==> src/rtl/hps_pkg.sv <==
// Shared constants for the HPS peak scheduler: FSM encoding, frame-size helpers and defaults.
// No logic, so there is no latency and no backpressure.
package hps_pkg;
    localparam int MAG_WIDTH_DEF = 96;
    localparam int K_WIDTH_DEF   = 11;
    localparam int MIN_BIN_DEF   = 1;
    localparam int N_BINS        = 1 << K_WIDTH_DEF;
    localparam int LAST_K        = N_BINS - 1;

    typedef logic [2:0] hps_state_t;

    localparam hps_state_t ST_IDLE  = 3'd0;
    localparam hps_state_t ST_CLEAR = 3'd1;
    localparam hps_state_t ST_SCAN  = 3'd2;
    localparam hps_state_t ST_DRAIN = 3'd3;
    localparam hps_state_t ST_WAIT  = 3'd4;
    localparam hps_state_t ST_HOLD  = 3'd5;

    function automatic int unsigned last_bin(input int unsigned k_width);
        return (32'd1 << k_width) - 32'd1;
    endfunction
endpackage

==> src/rtl/hps_bin_feeder.sv <==
// Aligns RAM read enable/address with the read data and zeroes the excluded low bins.
// Latency: 1 cycle from rd_en/rd_addr to trk_valid/trk_k. Backpressure: none, the tracker always accepts.
module hps_bin_feeder #(
    parameter int MAG_WIDTH = 96,
    parameter int K_WIDTH   = 11,
    parameter int MIN_BIN   = 1
) (
    input  logic                 clock,
    input  logic                 reset_n,
    input  logic                 rd_en,
    input  logic [K_WIDTH-1:0]   rd_addr,
    input  logic [MAG_WIDTH-1:0] rd_data,
    output logic                 trk_valid,
    output logic [MAG_WIDTH-1:0] trk_data,
    output logic [K_WIDTH-1:0]   trk_k
);
    localparam logic [K_WIDTH:0] MIN_BIN_EXT = (K_WIDTH+1)'(MIN_BIN);

    logic               vld_q;
    logic [K_WIDTH-1:0] k_q;

    always_ff @(posedge clock) begin
        if (!reset_n) begin
            vld_q <= 1'b0;
            k_q   <= '0;
        end else begin
            vld_q <= rd_en;
            k_q   <= rd_en ? rd_addr : '0;
        end
    end

    // rd_data is the RAM's own output register; the select comes from flops, so this mux adds no path.
    assign trk_valid = vld_q;
    assign trk_k     = k_q;
    assign trk_data  = (vld_q && ({1'b0, k_q} >= MIN_BIN_EXT)) ? rd_data : '0;
endmodule

==> src/rtl/hps_peak_scheduler.sv <==
// Per-frame HPS peak-search sequencer; HPS_OVERRUN_CNT_EN adds overrun/overrun_count outputs.
// Latency: frame_start to peak_valid is N+4 cycles. Backpressure: peak_valid/peak_k hold until peak_ready.
module hps_peak_scheduler
    import hps_pkg::*;
#(
    parameter int MAG_WIDTH = MAG_WIDTH_DEF,
    parameter int K_WIDTH   = K_WIDTH_DEF,
    parameter int MIN_BIN   = MIN_BIN_DEF
) (
    input  logic                 clock,
    input  logic                 reset_n,
    input  logic                 frame_start,
    output logic                 ram_rd_en,
    output logic [K_WIDTH-1:0]   ram_rd_addr,
    input  logic [MAG_WIDTH-1:0] ram_rd_data,
    output logic                 trk_reset_n,
    output logic                 trk_valid,
    output logic [MAG_WIDTH-1:0] trk_data,
    output logic [K_WIDTH-1:0]   trk_k,
    input  logic [K_WIDTH-1:0]   trk_max_k,
    input  logic                 trk_max_k_valid,
    output logic [K_WIDTH-1:0]   peak_k,
    output logic                 peak_valid,
    input  logic                 peak_ready,
    output logic                 busy
`ifdef HPS_OVERRUN_CNT_EN
    ,
    output logic [15:0]          overrun_count,
    output logic                 overrun
`endif
);
    localparam logic [K_WIDTH-1:0] LAST_ADDR = K_WIDTH'(last_bin(K_WIDTH));

    hps_state_t state;
    hps_state_t state_nxt;

    always_comb begin
        state_nxt = state;
        case (state)
            ST_IDLE:  if (frame_start) state_nxt = ST_CLEAR;
            ST_CLEAR: state_nxt = ST_SCAN;
            ST_SCAN:  if (ram_rd_addr == LAST_ADDR) state_nxt = ST_DRAIN;
            ST_DRAIN: state_nxt = ST_WAIT;
            ST_WAIT:  if (trk_max_k_valid) state_nxt = ST_HOLD;
            ST_HOLD:  if (peak_ready) state_nxt = ST_IDLE;
            default:  state_nxt = ST_IDLE;
        endcase
    end

    // Control outputs are registered from the next state so they line up with the state they describe.
    always_ff @(posedge clock) begin
        if (!reset_n) begin
            state       <= ST_IDLE;
            ram_rd_en   <= 1'b0;
            ram_rd_addr <= '0;
            trk_reset_n <= 1'b0;
            peak_k      <= '0;
            peak_valid  <= 1'b0;
            busy        <= 1'b0;
        end else begin
            state       <= state_nxt;
            busy        <= (state_nxt != ST_IDLE);
            trk_reset_n <= (state_nxt != ST_CLEAR);
            ram_rd_en   <= (state_nxt == ST_SCAN);
            if (state == ST_SCAN && state_nxt == ST_SCAN)
                ram_rd_addr <= ram_rd_addr + 1'b1;
            else
                ram_rd_addr <= '0;
            if (state == ST_WAIT && trk_max_k_valid) begin
                peak_k     <= trk_max_k;
                peak_valid <= 1'b1;
            end else if (state == ST_HOLD && peak_ready) begin
                peak_valid <= 1'b0;
            end
        end
    end

    hps_bin_feeder #(
        .MAG_WIDTH (MAG_WIDTH),
        .K_WIDTH   (K_WIDTH),
        .MIN_BIN   (MIN_BIN)
    ) u_feeder (
        .clock     (clock),
        .reset_n   (reset_n),
        .rd_en     (ram_rd_en),
        .rd_addr   (ram_rd_addr),
        .rd_data   (ram_rd_data),
        .trk_valid (trk_valid),
        .trk_data  (trk_data),
        .trk_k     (trk_k)
    );

`ifdef HPS_OVERRUN_CNT_EN
    // A start seen while busy (including the HOLD/accept cycle) is dropped and flagged in the same cycle.
    assign overrun = frame_start && busy;

    always_ff @(posedge clock) begin
        if (!reset_n)
            overrun_count <= '0;
        else if (overrun && overrun_count != 16'hFFFF)
            overrun_count <= overrun_count + 16'd1;
    end
`endif
endmodule
==> config.mk <==
export PLATFORM = sky130hd
export DESIGN_NAME = hps_peak_scheduler
export DESIGN_NICKNAME = d
export VERILOG_FILES = /design/src/rtl/hps_pkg.sv /design/src/rtl/hps_bin_feeder.sv /design/src/rtl/hps_peak_scheduler.sv
export SDC_FILE = /design/constraint.sdc
export NUM_CORES = 1
export LEC_CHECK = 0
export CAP_MARGIN = 20
export CORE_MARGIN = 1
export CORE_UTILIZATION = 25
export CTS_BUF_LIST = sky130_fd_sc_hd__clkbuf_16
export DETAILED_ROUTE_END_ITERATION = 8
export GPL_ROUTABILITY_DRIVEN = 0
export PLACE_DENSITY = 0.78
export SLEW_MARGIN = 15
export SYNTH_ARGS = -nofsm -noshare
export SYNTH_HDL_FRONTEND = slang
export SYNTH_SLANG_ARGS = --single-unit
export TNS_END_PERCENT = 10
==> constraint.sdc <==
create_clock -name clock -period 1.5 [get_ports clock]
set_input_delay 0.45 -clock clock [delete_from_list [all_inputs] [get_ports clock]]
set_output_delay 0.45 -clock clock [all_outputs]
set_load 0.05 [all_outputs]
; Yosys cells after proc, flatten, opt, wreduce, memory -nomap -nowiden
; Index checks and enable logic that the tools add are counted.
[totals]
regBits = 41
output_inout_bits = 134
in_bits = 112
word_cells = 36
[classes]
muxes = 8
n_eq_ne = 8
reduce_logical = 9
n_lt_le_gt_ge = 1
add_sub_neg = 1
[op_table]
columns = op, n
row1 = $mux 96, 1
row2 = $pmux 3 s6, 1
row3 = $mux 3, 4
row4 = $add 11x1->11 const B, 1
row5 = $eq 11x11->1 const B, 1
row6 = $ge 11x1->1 const B, 1
row7 = $eq 3x2->1 const B, 3
row8 = $eq 3x3->1 const B, 2
row9 = $logic_and 1x1->1, 4
row10 = $reduce_and 2->1, 2
row11 = $eq 3x1->1 const B, 1
row12 = $logic_not 3->1, 1
row13 = $ne 3x1->1 const B, 1
row14 = $reduce_bool 3->1, 1
row15 = $mux 1, 2
row16 = $reduce_bool 2->1, 1

; Logic depth before layout (Yosys ltp)
; Gate-level depths: netlist of the first run.
[depth]
depth_word = 6
ltp_mapped = 7
mapped_depth_nobuf = 6

; Modules after synthesis
; A second synthesis of the first run with hierarchy kept.
[hier_totals]
cells_unflattened = 395
area_unflattened_um2 = 2707.6
[by_module_without_submodules]
columns = module, area_per_inst_um2, seq_area_each_um2, instances, cells_each
row1 = hps_bin_feeder, 1522.7, 240.2, 1, 262
row2 = hps_peak_scheduler, 1184.9, 580.6, 1, 133

; Least setup slack after synthesis of the first run
; No wires, ideal clock.
[synth_path]
kind = flip-flop to output port
startpoint = register u_feeder.k_q[4] (netlist: u_feeder.trk_k[4])
endpoint = output port trk_data[55]
slack_ns = -0.702
n_path_buf = 2
required_ns = 1.050
path_stages_with_launch = 6
t_arrival_ns = 1.752
path_cell_list = dfxtp_1 nor3_1 a31oi_2 buf_6 buf_6 and2_1
[synth_between]
elab_chain_len = 3
[synth_rtl]
columns = element, line_no
row1 = start: declaration, hps_bin_feeder.sv:20  ; logic [K_WIDTH-1:0] k_q;
row2 = start signal: assignment, hps_bin_feeder.sv:28  ; k_q <= rd_en ? rd_addr : '0;
row3 = $ge 11x1->1, hps_bin_feeder.sv:35  ; assign trk_data = (vld_q && ({1'b0, k_q} >= MIN_BIN_EXT)) ? rd_data : '0;
row4 = $logic_and 1x1->1, hps_bin_feeder.sv:35
row5 = $mux 96, hps_bin_feeder.sv:35
row6 = end: declaration, hps_peak_scheduler.sv:18  ; output logic [MAG_WIDTH-1:0] trk_data,
; Every way passes these cells.

; Worst setup path after layout of the first run
[layout_path]
startpoint = register u_feeder.k_q[2] (netlist: u_feeder.trk_k[2])
endpoint = output port trk_data[23]
; The elaborated chain is that of the path after synthesis.

==> results.py, run 1 <==
metrics = {
    "clocking": {
        "path_clk_slew_ns": 0.06,
        "clkLatencyLatePin_ns": 0.28,
        "ctsLongestPathBuffers": 2,
        "clock_sinks": 41,
        "holdBufCountCts": 0,
        "post_cts_buffers": 0,
        "cts_tree": "done",
        "cts-root-buf": "clkbuf_16",
        "htreeDepth": 2,
        "cts_made_buffers": 5,
    },
    "timing": {
        "worstMarginPinSlew_ns": 0.3841,
        "fin_crit_ns": 2.184,
        "max_freq_mhz": 457.8,
        "skew_ns": 0.005796,
        "rsz0062_at_grt": "yes",
        "setup_ws_ns": -0.6842,
        "min_period_over_period_pct": 145.6,
        "finalHoldViolations": 0,
        "drv_slew": 0,
        "slew_headroom_pct": 74.39,
        "hold-worst-slack_ns": 0.4967,
        "fin_setup_tns_ns": -60.11,
        "setup_viol": 96,
    },
    "placed_design": {
        "portBuffers": 245,
        "dpl.cell_count": 634,
        "place_hpwl_um": 10140,
    },
    "global_routing": {
        "antenna_found_initial": 1,
        "grt_usage_pct": 27.04,
        "grt_pass1_wl_um": 17640,
        "grt_pass1_vias": 2836,
        "overflow": 0,
        "grt_max_degree": 52,
    },
    "cells_and_area": {
        "nNetsFinal": 649,
        "num-fill-cells": 530,
        "area_growth_pct": 192.0,
        "drive_gt1_share_pct": 54.38,
        "final_util_pct": 76.73,
        "layout_commonest_cell": "clkdlybuf4s50_1",
        "mostFrequentLayoutCells": "clkdlybuf4s50_1, buf_12, and2_4",
        "fin_cells": 643,
    },
    "drt": {
        "dr.pass1.iters": 4,
        "viasPerCell": 4.423,
        "antenna_left": 0,
        "drc": 0,
        "drt_iter0_markers": 91,
        "wl_um": 12870,
        "routedWlPerCell_um": 20.01,
        "vias": 2844,
    },
    "die": {
        "coreArea_um2": 8341,
        "ioPinCount": 246,
        "die_area_um2": 9147,
        "die_w_um": 95.64,
        "die_y_um": 95.64,
        "std_cell_rows": 33,
        "start_util_pct": 26.28,
    },
    "synth": {
        "synth_area_per_cell_um2": 8.119,
        "synth_area_um2": 2192,
        "yosys_warnings": 0,
        "yosys.cell_types.count": 30,
        "ys_seq_area_share_pct": 37.44,
        "syn_nets": 383,
        "ys_ff_latch": 41,
        "syn_inst": 270,
    },
    "setup_path": {
        "regToRegStartpoint": "ram_rd_addr[0]",
        "cp-end-kind": "primary output",
        "reg2reg_slack_ns": 0.07,
        "cpPeakStageDelay_ns": 0.35,
        "cp.arrival_ns": 1.73,
        "path_class": "reg -> out",
        "r2r_end": "ram_rd_addr[8]",
        "critPathTopFamily": "simple AND/OR/NAND/NOR gates",
        "cp_max_fo": 51,
        "crit_path_cell_trace": "nor4_4 -> a31oi_4 -> buf_12 -> and2_2 -> buf_12",
        "cpMaxStageDelayCell": "dfxtp_4",
        "r2r_cells": 7,
        "cp.required_ns": 1.05,
        "crit_top_cell": "buf_12",
        "start_kind": "flip-flop",
        "critPathBufInv": 2,
    },
    "power": {
        "max-vdd-ir-drop_mv": 0.6899,
        "p_leak_uw": 0.002669,
        "cellPowerDensity_nw_per_um2": 426.2,
        "total_power_uw": 2728,
    },
    "worst_hold_path": {
        "hold_path_depth": 2,
        "min_from": "peak_k[10]",
        "whs_endpoint": "peak_k[10]",
        "hold_class": "reg -> reg",
    },
    "run": {
        "max_cap_viol_count": 0,
    },
    "status": {
        "status": "complete, but fails checks",
        "violations": "setup timing",
    },
}
## worst register-to-register path, cell delays in order, from the launching register on
cell	delay [ns]
dfxtp_1	0.39
ha_4	0.18
nand3_2	0.11
buf_4	0.17
nor2_2	0.11
and3_1	0.19
xnor2_1	0.12
nor2_1	0.06
## final cells by class
type	instances	area, um^2	area share (%)
flip-flops and latches	41	867.1	13.55
diodes	1	2.502	0.03910
clock inverters	3	17.52	0.2737
inverters	6	22.52	0.3519
repair buffers	276	3761	58.77
well taps	105	131.4	2.053
multi-input cells	206	1473	23.01
clock buffers	5	125.1	1.955
## per-stage QoR
stage	instance area, um^2	setup slack [ns]
4_1_cts	6362	-0.7087
3_3_place_gp	6073	-0.3612
2_1_floorplan	2425	-0.3695
5_1_grt	6397	-0.7654
6_report	6400	-0.6842
3_5_place_dp	6073	-0.4083
## layer usage
metal	GRT usage (%)	vias up	wire length, um
li1	-	1385	-
met1	32.32	1316	5062
met2	46.90	133	6380
met3	9.330	10	1284
met4	5.100	0	138
met5	0	-	0
## cell families (layout without fill, tap and decap cells)
logic type / Yosys count / after routing / synth area share (%)
compound gates: 19 / 19 / 5.194
fa+ha+maj: 1 / 1 / 0.5707
simple gates: 175 / 175 / 45.95
other cells: 0 / 1 / 0
flops: 41 / 41 / 37.44
xor+xnor: 10 / 10 / 3.996
buf+inv: 23 / 290 / 6.392
mux: 1 / 1 / 0.4566
## sequential cells by signal, indices dropped and copies added (netlist names)
register and cells:
peak_k 11, ram_rd_addr 11, u_feeder.trk_k 11, state 3, busy 1, peak_valid 1, ram_rd_en 1, trk_reset_n 1
u_feeder.trk_valid 1
## Yosys cell counts
cell type	number	area share (%)
and2_1	98	28
dfxtp_1	41	37
nand2_1	29	5.0
nor2_1	19	3.3
a21oi_1	14	3.2
and3_1	12	3.4
xnor2_1	9	3.6
clkbuf_1	8	1.4
buf_6	6	3.1
inv_1	6	1.0
nand3_1	4	0.91
nor3_1	3	0.68
buf_4	2	0.68
nor3b_1	2	0.68
nor4_2	2	1.1
a211o_1	1	0.40
a2bb2oi_1	1	0.40
a31oi_2	1	0.57
buf_2	1	0.23
ha_1	1	0.57
mux2i_1	1	0.46
nand3_2	1	0.46
nand4_1	1	0.29
nor2b_4	1	0.63
nor4_1	1	0.29
nor4_4	1	0.97
o21ai_0	1	0.23
o21ai_2	1	0.40
or2_1	1	0.29
xor2_1	1	0.40
## how the worst max path moves through the flow
stage	depth (start not counted)	end	slack (ns)	from
final	5	trk_data[23]	-0.68	u_feeder.trk_k[2]
after global routing	5	trk_data[23]	-0.77	u_feeder.trk_k[1]
after CTS	5	trk_data[43]	-0.71	u_feeder.trk_k[2]
after detailed placement	5	trk_data[31]	-0.41	u_feeder.trk_k[1]
after global placement	5	trk_data[19]	-0.36	u_feeder.trk_k[1]
after floorplan	7	ram_rd_addr[0]	-0.37	ram_rd_addr[0]
## power by group
| group | switching, uW | leakage (uW) | internal, uW |
|---|---|---|---|
| registers | 35.7 | 0.000342 | 1100 |
| clock network | 404 | 0.0000712 | 609 |
| logic | 208 | 0.00226 | 375 |
| total | 647 | 0.00267 | 2080 |
## repair_timing
item                                   CTS  global route
gates cloned                             0             0
setup endpoints to repair               97           120
endpoints found under the hold margin    0             0
gates resized for setup                 46            13
pin swaps                               33            13
Power figures use the tool's default switching activity.
==> run 2, diff against run 1 <==
--- a/config.mk
+++ b/config.mk
@@ -12,7 +12,7 @@
 export DETAILED_ROUTE_END_ITERATION = 8
 export GPL_ROUTABILITY_DRIVEN = 0
 export PLACE_DENSITY = 0.78
-export SLEW_MARGIN = 15
+export SLEW_MARGIN = 20
 export SYNTH_ARGS = -nofsm -noshare
 export SYNTH_HDL_FRONTEND = slang
 export SYNTH_SLANG_ARGS = --single-unit
==> results of run 2 <==
The final DEF is identical to that of run 1; final timing and power are the same.
==> edit: new RTL, flow settings as in run 2 <==
The package constant `K_WIDTH_DEF` goes from 11 to 12.
--- a/src/rtl/hps_pkg.sv
+++ b/src/rtl/hps_pkg.sv
@@ -3,5 +3,5 @@
 package hps_pkg;
     localparam int MAG_WIDTH_DEF = 96;
-    localparam int K_WIDTH_DEF   = 11;
+    localparam int K_WIDTH_DEF   = 12;
     localparam int MIN_BIN_DEF   = 1;
     localparam int N_BINS        = 1 << K_WIDTH_DEF;
Ports: changed (resized peak_k, ram_rd_addr, trk_k and trk_max_k); port bits go from 246 to 250. No check against the original RTL was run, so the function may have changed too.
==> edit against run 2 <==
  * The flow finishes with violations (DRC, setup timing)
  * Count of clock-buffer cells in the layout stayed put
  * Utilization is 2.3 points higher
  * Via count is 5.5% higher
  * Synthesized cell count is 4.8% higher
  * Synthesized area is 5.3% higher
  * Cell area is 9.3% higher
  * Sequential share of layout area is 0.22 points lower
  * Sequential cell count is 3 higher
  * Routed wire length is 5.8% lower
  * Power is 1.1% higher
  * Setup slack better by 0.021 ns
  * First-iteration DRC count is 22% lower
==> edit: results (changes against run 2) <==
[critical_path]
worst_ep_arrival_time_ns = 1.71  ; -0.02 ns
reg2reg_depth = 6  ; -1
crit_path_from = u_feeder.trk_k[10]
critical_path.reg2reg.endpoint = ram_rd_en
rr_startpoint = ram_rd_addr[0]
critical_path.max_fanout = 72  ; +41%
setup.reg_to_reg.worst_slack_ns = 0.06

[global_routing]
antenna_violations_before_repair = 2  ; +1
via_count_of_the_first_global_routing_pass = 3119  ; +10%
grt_pass1_wl_mm = 18.0  ; +2.3%
grt_max_degree = 73  ; +40%
global_route.usage.total_pct = 24.7  ; -2.4 points

[synth]
synthTopCellsByCount = and2_1, dfxtp_1, nand2_1
syn-num-nets = 397  ; +3.7%
edff_count_synth = 0  ; unchanged
synth_top_cells_by_area = dfxtp_1, and2_1, nand2_1
synthArstFlopShare_pct = 0  ; unchanged
synth.lib_cells_used.distinct = 39  ; +30%
synth-seq-area-share_pct = 38.2  ; +0.73 points

[power_and_ir_drop]
ir_drop_mv = 0.542  ; -21%
total_leakage_power_nw = 2.90  ; +8.5%

[hold_path]
hold_start = ram_rd_addr[8]
min_to = u_feeder.trk_k[8]
worstHoldPathCells = 1  ; -1

[place]
post-dp-hpwl_mm = 10.2  ; +0.42%
detailed_place.area_um2 = 6820  ; +12%
portBuffers = 249  ; +1.6%

[route]
dr.first_iter.drc_count = 71  ; -22%
drt_pre_antenna_iters = 7  ; +3
vias = 3001  ; +5.5%
remaining_drc_errors = 18  ; +18
wl_per_cell_um = 18.1  ; -9.5%

[sta]
finalSetupTns_ns = -58.53  ; +1.57 ns
postLayoutSetupSlackWorst_ns = -0.663  ; +0.0212 ns
normalized_max_slew_margin_pct = 76.1  ; +1.7 points
timing.final.setup_violations = 96  ; unchanged
skew_ns = 0.00362  ; -0.00218 ns
hold-worst-slack_ns = 0.501  ; +0.00397 ns

[cells_and_area]
net_total_in_the_final_layout = 674  ; +3.9%
post_route_cells_drive_above_1_share_pct = 54.5  ; +0.17 points
diodes = 0  ; -1

[run_status]
failed_checks = DRC, setup timing
outcome = finished, violations left

-- edit: cell families (layout without fill, tap and decap cells) --
family                     count (synthesis)  after routing  synth area share, %
and+or+nand+nor                          177            177                 44.5
AOI/OAI and AO/OA                         24             24                 7.32
muxes                                      2              2                0.868
buffers and inverters                     25            303                 4.77
xor gates and xnor gates                  10             10                 3.80
adders and majority gates                  1              1                0.542
DFF                                       44             44                 38.2
-- edit: cell type report --
cell class                 count  area [um^2]
clock buffer                   5          125
clock inverter                 3         12.5
fill                         536         1850
inverter                       5         18.8
multi-input combinational    214         1580
sequential                    44          932
tap                          108          135
timing repair buffer         290         4190
-- edit: how the worst max path moves through the flow --
| stage | to | slack, ns | cells past startpoint |
|---|---|---|---|
| after CTS | trk_data[38] | -0.68 | 5 |
| final | trk_data[40] | -0.66 | 5 |
| after global routing | trk_data[7] | -0.72 | 5 |
| after detailed placement | trk_data[15] | -0.39 | 5 |
| after floorplan | trk_data[55] | -0.31 | 5 |
| after global placement | trk_data[15] | -0.38 | 5 |
-- edit: repair_timing --
item | in CTS | in global routing
resized for setup | 7 | 7
pin swaps | 3 | 3
setup buffers | 0 | 0
setup endpoints to repair | 117 | 112
hold endpoints to repair | 0 | 0
-- edit: through the flow --
step | worst slack [ns] | std cells
2_1_floorplan | -0.306 | 283
3_3_place_gp | -0.379 | 661
3_5_place_dp | -0.393 | 661
4_1_cts | -0.675 | 669
5_1_grt | -0.725 | 669
6_report | -0.663 | 669
-- edit: critical path: stages, from the launching register on --
cell     delay, ns
dfxtp_4       0.35
nor4_4        0.31
a31oi_4       0.15
buf_12        0.23
and2_2        0.24
buf_12        0.15
-- edit: report_power, final --
group | internal, mW | total [mW] | switching (mW)
combinational | 0.374 | 0.554 | 0.181
clock | 0.601 | 1.01 | 0.409
sequential | 1.17 | 1.19 | 0.0232
-- edit: layer usage --
metal	vias up	track usage, %	wire (um)
met4	4	4.78	107
met2	128	48.4	6690
met5	-	0	21
met3	13	7.37	1250
li1	1458	-	-
met1	1398	25.6	4040
